<file path="src/rtl/algo_refr_pkg.sv">
// Shared types and helpers for the a24 refresh scheduler.
// Typedef widths describe the default family configuration (2 banks bits, 8 row bits, 3 credit bits).
package algo_refr_pkg;

    localparam int unsigned RefrMaxRdPt = 16;
    localparam int unsigned RefrBankW   = 2;
    localparam int unsigned RefrRowW    = 8;
    localparam int unsigned RefrCredW   = 3;
    localparam int unsigned RefrPerW    = 16;

    typedef logic [RefrBankW-1:0] refr_bank_t;
    typedef logic [RefrRowW-1:0]  refr_row_t;
    typedef logic [RefrCredW-1:0] refr_cred_t;

    typedef struct packed {
        logic       vld;
        refr_bank_t bank;
        refr_row_t  row;
    } refr_cmd_t;

    // Half-cycle mode stretches every other interval by one cycle.
    function automatic logic [RefrPerW-1:0] refr_period(input logic [RefrPerW-1:0] freq,
                                                        input logic half, input logic phase);
        return (half && phase) ? freq + 16'd1 : freq;
    endfunction

    function automatic logic refr_conflict(input logic [RefrMaxRdPt-1:0] rd_hit,
                                           input logic wr_hit);
        return wr_hit || (|rd_hit);
    endfunction

endpackage

</file>
<file path="src/rtl/algo_refr_interval.sv">
// Refresh interval timer: counts 0..P-1 while enabled and pulses tick on P-1.
// With half-cycle mode the period alternates REFFREQ, REFFREQ+1.
module algo_refr_interval
    import algo_refr_pkg::*;
#(
    parameter int unsigned REFFREQ = 6,
    parameter int unsigned REFFRHF = 0
) (
    input  logic clk_i,
    input  logic rst_i,
    input  logic en_i,
    output logic tick_o
);

    localparam int unsigned TimerW = $clog2(REFFREQ + 2);

    logic [TimerW-1:0]   cnt_q, cnt_d;
    logic                phase_q, phase_d;
    logic [RefrPerW-1:0] period;

    assign period = refr_period(RefrPerW'(REFFREQ), REFFRHF != 0, phase_q);
    assign tick_o = en_i && (RefrPerW'(cnt_q) == period - 16'd1);

    always_comb begin
        cnt_d   = cnt_q;
        phase_d = phase_q;
        if (en_i) begin
            if (tick_o) begin
                cnt_d   = '0;
                phase_d = (REFFRHF != 0) ? ~phase_q : 1'b0;
            end else begin
                cnt_d = cnt_q + 1'b1;
            end
        end
    end

    always_ff @(posedge clk_i) begin
        if (rst_i) begin
            cnt_q   <= '0;
            phase_q <= 1'b0;
        end else begin
            cnt_q   <= cnt_d;
            phase_q <= phase_d;
        end
    end

endmodule

</file>
<file path="src/rtl/algo_nr1w_a24_refr_sched.sv">
// Credit-based round-robin refresh scheduler for the a24 multi-read-port memory family.
// Define ALGO_REFR_FORCE_EN to force a refresh (and block the bank) when credit saturates.
module algo_nr1w_a24_refr_sched
    import algo_refr_pkg::*;
#(
    parameter int unsigned NUMRDPT = 2,
    parameter int unsigned NUMRBNK = 4,
    parameter int unsigned BITRBNK = 2,
    parameter int unsigned NUMRROW = 256,
    parameter int unsigned BITRROW = 8,
    parameter int unsigned REFFREQ = 6,
    parameter int unsigned REFFRHF = 0,
    parameter int unsigned MAXCRED = 4,
    parameter int unsigned BITCRED = 3,
    parameter int unsigned INITDLY = 16
) (
    input  logic                       clk,
    input  logic                       rst,
    input  logic                       refr,
    input  logic [NUMRDPT-1:0]         rd_act,
    input  logic [NUMRDPT*BITRBNK-1:0] rd_bank,
    input  logic                       wr_act,
    input  logic [BITRBNK-1:0]         wr_bank,
    output logic                       ready,
    output logic                       blk_vld,
    output logic [BITRBNK-1:0]         blk_bank,
    output logic                       t1_refrC,
    output logic [BITRBNK-1:0]         t1_bankC,
    output logic [BITRROW-1:0]         t1_rowC,
    output logic                       err_ovf
);

    localparam int unsigned InitW = $clog2(INITDLY + 1);

    logic               rst_q;
    logic               rst_int;
    logic [InitW-1:0]   init_cnt_q, init_cnt_d;
    logic               ready_q, ready_d;
    logic [BITCRED-1:0] credit_q, credit_d;
    logic [BITRBNK-1:0] ptr_q, ptr_d;
    logic [BITRROW-1:0] row_q, row_d;
    logic               refr_q, refr_d;
    logic [BITRBNK-1:0] bank_q, bank_d;
    logic [BITRROW-1:0] rowc_q, rowc_d;
    logic               ovf_q, ovf_d;

    logic                   tick;
    logic [RefrMaxRdPt-1:0] rd_hit;
    logic                   wr_hit;
    logic                   conf;
    logic                   cred_max;
    logic                   cred_nz;
    logic                   normal_iss;
    logic                   force_iss;
    logic                   issue;

    // A lone one-cycle rst pulse is filtered out.
    always_ff @(posedge clk) begin
        rst_q <= rst;
    end
    assign rst_int = rst && rst_q;

    algo_refr_interval #(
        .REFFREQ (REFFREQ),
        .REFFRHF (REFFRHF)
    ) u_interval (
        .clk_i  (clk),
        .rst_i  (rst_int),
        .en_i   (ready_q),
        .tick_o (tick)
    );

    always_comb begin
        rd_hit = '0;
        for (int k = 0; k < NUMRDPT; k++) begin
            rd_hit[k] = rd_act[k] && (rd_bank[k*BITRBNK +: BITRBNK] == ptr_q);
        end
    end

    assign wr_hit     = wr_act && (wr_bank == ptr_q);
    assign conf       = refr_conflict(rd_hit, wr_hit);
    assign cred_max   = (credit_q == BITCRED'(MAXCRED));
    assign cred_nz    = (credit_q != '0);
    assign normal_iss = ready_q && cred_nz && refr && !conf;

`ifdef ALGO_REFR_FORCE_EN
    assign force_iss = ready_q && cred_max;
`else
    assign force_iss = 1'b0;
`endif

    assign issue = normal_iss || force_iss;

    // Decoded from state only so the core sees no combinational input path.
    assign blk_vld  = force_iss;
    assign blk_bank = force_iss ? ptr_q : '0;

    always_comb begin
        init_cnt_d = init_cnt_q;
        ready_d    = ready_q;
        if (!ready_q) begin
            if (init_cnt_q == InitW'(INITDLY - 1)) begin
                ready_d = 1'b1;
            end else begin
                init_cnt_d = init_cnt_q + 1'b1;
            end
        end
    end

    always_comb begin
        credit_d = credit_q;
        ovf_d    = ovf_q;
        if (tick && !issue) begin
            if (cred_max) begin
                ovf_d = 1'b1;
            end else begin
                credit_d = credit_q + 1'b1;
            end
        end else if (!tick && issue) begin
            credit_d = credit_q - 1'b1;
        end
    end

    always_comb begin
        ptr_d = ptr_q;
        row_d = row_q;
        if (issue) begin
            if (ptr_q == BITRBNK'(NUMRBNK - 1)) begin
                ptr_d = '0;
                row_d = (row_q == BITRROW'(NUMRROW - 1)) ? '0 : row_q + 1'b1;
            end else begin
                ptr_d = ptr_q + 1'b1;
            end
        end
    end

    always_comb begin
        refr_d = issue;
        bank_d = issue ? ptr_q : '0;
        rowc_d = issue ? row_q : '0;
    end

    always_ff @(posedge clk) begin
        if (rst_int) begin
            init_cnt_q <= '0;
            ready_q    <= 1'b0;
            credit_q   <= '0;
            ptr_q      <= '0;
            row_q      <= '0;
            refr_q     <= 1'b0;
            bank_q     <= '0;
            rowc_q     <= '0;
            ovf_q      <= 1'b0;
        end else begin
            init_cnt_q <= init_cnt_d;
            ready_q    <= ready_d;
            credit_q   <= credit_d;
            ptr_q      <= ptr_d;
            row_q      <= row_d;
            refr_q     <= refr_d;
            bank_q     <= bank_d;
            rowc_q     <= rowc_d;
            ovf_q      <= ovf_d;
        end
    end

    assign ready    = ready_q;
    assign t1_refrC = refr_q;
    assign t1_bankC = bank_q;
    assign t1_rowC  = rowc_q;
    assign err_ovf  = ovf_q;

endmodule
</file>
<file path="config.mk">
export PLATFORM = sky130hd
export DESIGN_NAME = algo_nr1w_a24_refr_sched
export DESIGN_NICKNAME = d
export VERILOG_FILES = /design/src/rtl/algo_refr_pkg.sv /design/src/rtl/algo_refr_interval.sv /design/src/rtl/algo_nr1w_a24_refr_sched.sv
export SDC_FILE = /design/constraint.sdc
export NUM_CORES = 1
export LEC_CHECK = 0
export ABC_AREA = 1
export ABC_CLOCK_PERIOD_IN_PS = 1800
export CORE_MARGIN = 4
export CORE_UTILIZATION = 45
export DETAILED_ROUTE_END_ITERATION = 7
export HOLD_SLACK_MARGIN = 0.15
export PLACE_DENSITY_LB_ADDON = 0.1
export RECOVER_POWER = 100
export REMOVE_ABC_BUFFERS = 1
export SYNTH_ARGS = -nofsm -noshare
export SYNTH_HDL_FRONTEND = slang
export SYNTH_HIERARCHICAL = 1
export SYNTH_SLANG_ARGS = --single-unit
</file>
<file path="constraint.sdc">
create_clock -name clk -period 1.8 [get_ports clk]
set_input_delay 0.54 -clock clk [delete_from_list [all_inputs] [get_ports clk]]
set_output_delay 0.54 -clock clk [all_outputs]
set_load 0.05 [all_outputs]
</file>
==> out/qor.csv <==
metric,value,unit
drtPass1Iterations,4,
place_ws,-517,ps
start_util,47.9,%
first_iter_violations,69,
grt_setup_unrepaired,no,
via_per_inst,4.57,
worstPathCellList,clkdlybuf4s50_1 > nand3_4 > nor2_4 > nand2_4 > buf_4 > nor2_8 > clkbuf_4 > nand4_1 > a21oi_1,
holdPathStages,1,
hold_ws,475,ps
cap_violations,0,
htree_levels,2,
cp_slowest_cell,clkdlybuf4s50_1,
peakVddDrop,0.512,mV
wirelength,3020,um
vias,1399,
yosysTopAreaCell,dfxtp_1,
r2r_cells,12,
fmax,0.577,GHz
critPathMaxFanout,9,
hold_violations,0,
reg2reg_from,ptr_q[1],
finalCritPeriodShare,96.2,%
grt.overflow.total,0,
worstSetupPathType,in -> reg,
root_buffer,clkbuf_4,
nets,278,
postCtsHoldBufs,0,
finalWorstPathRequiredPeriod,1730,ps
ys_warn_count,6,
die_y,68.3,um
synth_top_cell_area_share,42.8,%
mostFrequentLayoutCells,"nand2_1 (41), dfxtp_1 (32), nor2_1 (30), inv_1 (29), nand3_1 (14)",
synth_cells,218,
r2r_setup_slack,130,ps
clock_insertion_delay_worst_skew,330,ps
cp_data_required_time,2060,ps
cts_tree,yes,
cp.arrival,2000,ps
status,completed,
antenna_left,0,
powerDensity,751,nW/um^2
gp_congestion,0.761,
grt_pass1_vias,1190,
synth_area_leaders,"dfxtp_1 (43%), nand2_1 (9.4%), nor2_1 (7.1%)",
cts_sinks,35,
slowest_delay,500,ps
yosysUniqueCellTypes,30,
clk_pin_slew,100,ps
fillers,340,
drive_above_1_share,21.9,%
antenna_found_initial,0,
area_growth,24.8,%
post_drt_wl_per_cell,9.87,um
hold-path-endpoint,err_ovf,
worstHoldStart,err_ovf,
p_leak,0.924,nW
cts_max_path_buffers,2,
min_path_type,reg -> reg,
synth_area,1640,sq um
cp-end-kind,flop,
grt_pass1_wl,4920,um
gr-usage-all-layers,14.2,%
grt_max_degree,13,
dpl.hpwl,2190,um
antenna_cells,0,
rr_endpoint,credit_q[2],
avgSynthCellArea,7.51,sq um
ys_seq_area_share,42.8,%
coreArea,3420,sq um
final_common_cell,nand2_1,
fin_ws,67.9,ps
io_buffers,24,
ios,28,
dieWidth,68.3,um
drc,0,
fp-row-count,21,
ys_ff_latch,35,
cts-buffers-inserted,5,
slew_viol_final,0,
critPathLaunchType,primary input,
setup_viol,0,
dieArea,4670,sq um
worst_clock_skew,6.42,ps
finalSetupTns,0,ps
synth_stat cells:
master,number
xnor2_1,1
nor3_1,5
nor2_2,4
buf_4,3
clkbuf_1,1
nand3_2,1
nand2_4,1
a211oi_1,1
inv_1,30
nand2_2,4
o21ai_0,6
nor3b_2,1
nor2_1,31
nand2_1,41
nand4_1,5
inv_2,4
nand3_1,15
nor2_8,1
fa_1,1
dfxtp_1,35
nand3_4,1
ha_1,6
clkinv_1,1
nand3b_1,1
xor2_1,1
o21ai_2,3
conb_1,1
o21a_1,1
o21ai_1,1
a21oi_1,11
report_power, final:
group	switching (W)	leakage, nW	internal [W]
Sequential	0.0000357	0.286	0.000825
Combinational	0.000114	0.600	0.0000874
Clock	0.000243	0.0386	0.000230
flip-flops by register name (all words and copies together), names as in the netlist:
name	count
ready	1
t1_bankC	2
row_q	8
t1_rowC	8
err_ovf	1
credit_q	3
ptr_q	2
rst_q	1
t1_refrC	1
u_interval/cnt_q	3
init_cnt_q	5
cell type report:
cell class                 count  area [sq um]  share of cell area [%]
clock buffer                   8          68.8                    3.37
inverter                      35           136                    6.68
multi-input combinational    147           817                    40.0
sequential                    35           709                    34.7
tap                           46          57.6                    2.82
timing repair buffer          35           253                    12.4
worst max-delay path by stage:
stage / start / to / depth (start not counted)
2_1_floorplan: ready / credit_q[2] / 10
3_3_place_gp: rd_bank[2] / credit_q[2] / 13
3_5_place_dp: wr_bank[1] / credit_q[2] / 13
4_1_cts: ptr_q[1] / credit_q[2] / 14
5_1_grt: refr / row_q[0] / 9
6_report: refr / row_q[7] / 9
kinds of logic after synthesis:
logic type | after synthesis | share of synthesized area, %
fa+ha+maj | 7 | 5.81
compound gates | 23 | 8.03
flops | 35 | 42.8
xor+xnor | 2 | 1.07
buf+inv | 39 | 9.63
simple gates | 111 | 32.4
other cells | 1 | 0.229
layer usage:
metal  wire length, um  share of wire [%]  GRT usage [%]
met2              1290                 43           21.7
met1              1450                 48           17.6
met4                69                2.3           8.19
met3               212                7.0           4.11
met5                 0                  0              0
worst max-delay path, delay by kind of cell:
kind / cells / cell delay (ps)
compound gates: 1 / 120
simple gates: 5 / 490
buf+inv: 3 / 840
metrics by stage:
step                util (%)  power (W)  std cells  area [sq um]
finish                  59.8    0.00153        306          2040
CTS                     59.3    0.00156        302          2030
global route            59.8    0.00163        306          2040
global placement        57.3    0.00109        294          1960
detailed placement      57.3    0.00109        294          1960
floorplan                  -    0.00102        216          1620
repair_timing:
| item | 4_1_cts | 5_1_grt |
|---|---|---|
| endpoints found under the setup margin | 5 | 7 |
| buffers inserted | 0 | 3 |
| pin swaps | 13 | 7 |
| resized for setup | 13 | 11 |
| cloned | 0 | 1 |
Note: power is estimated with default switching activity, not from simulation.
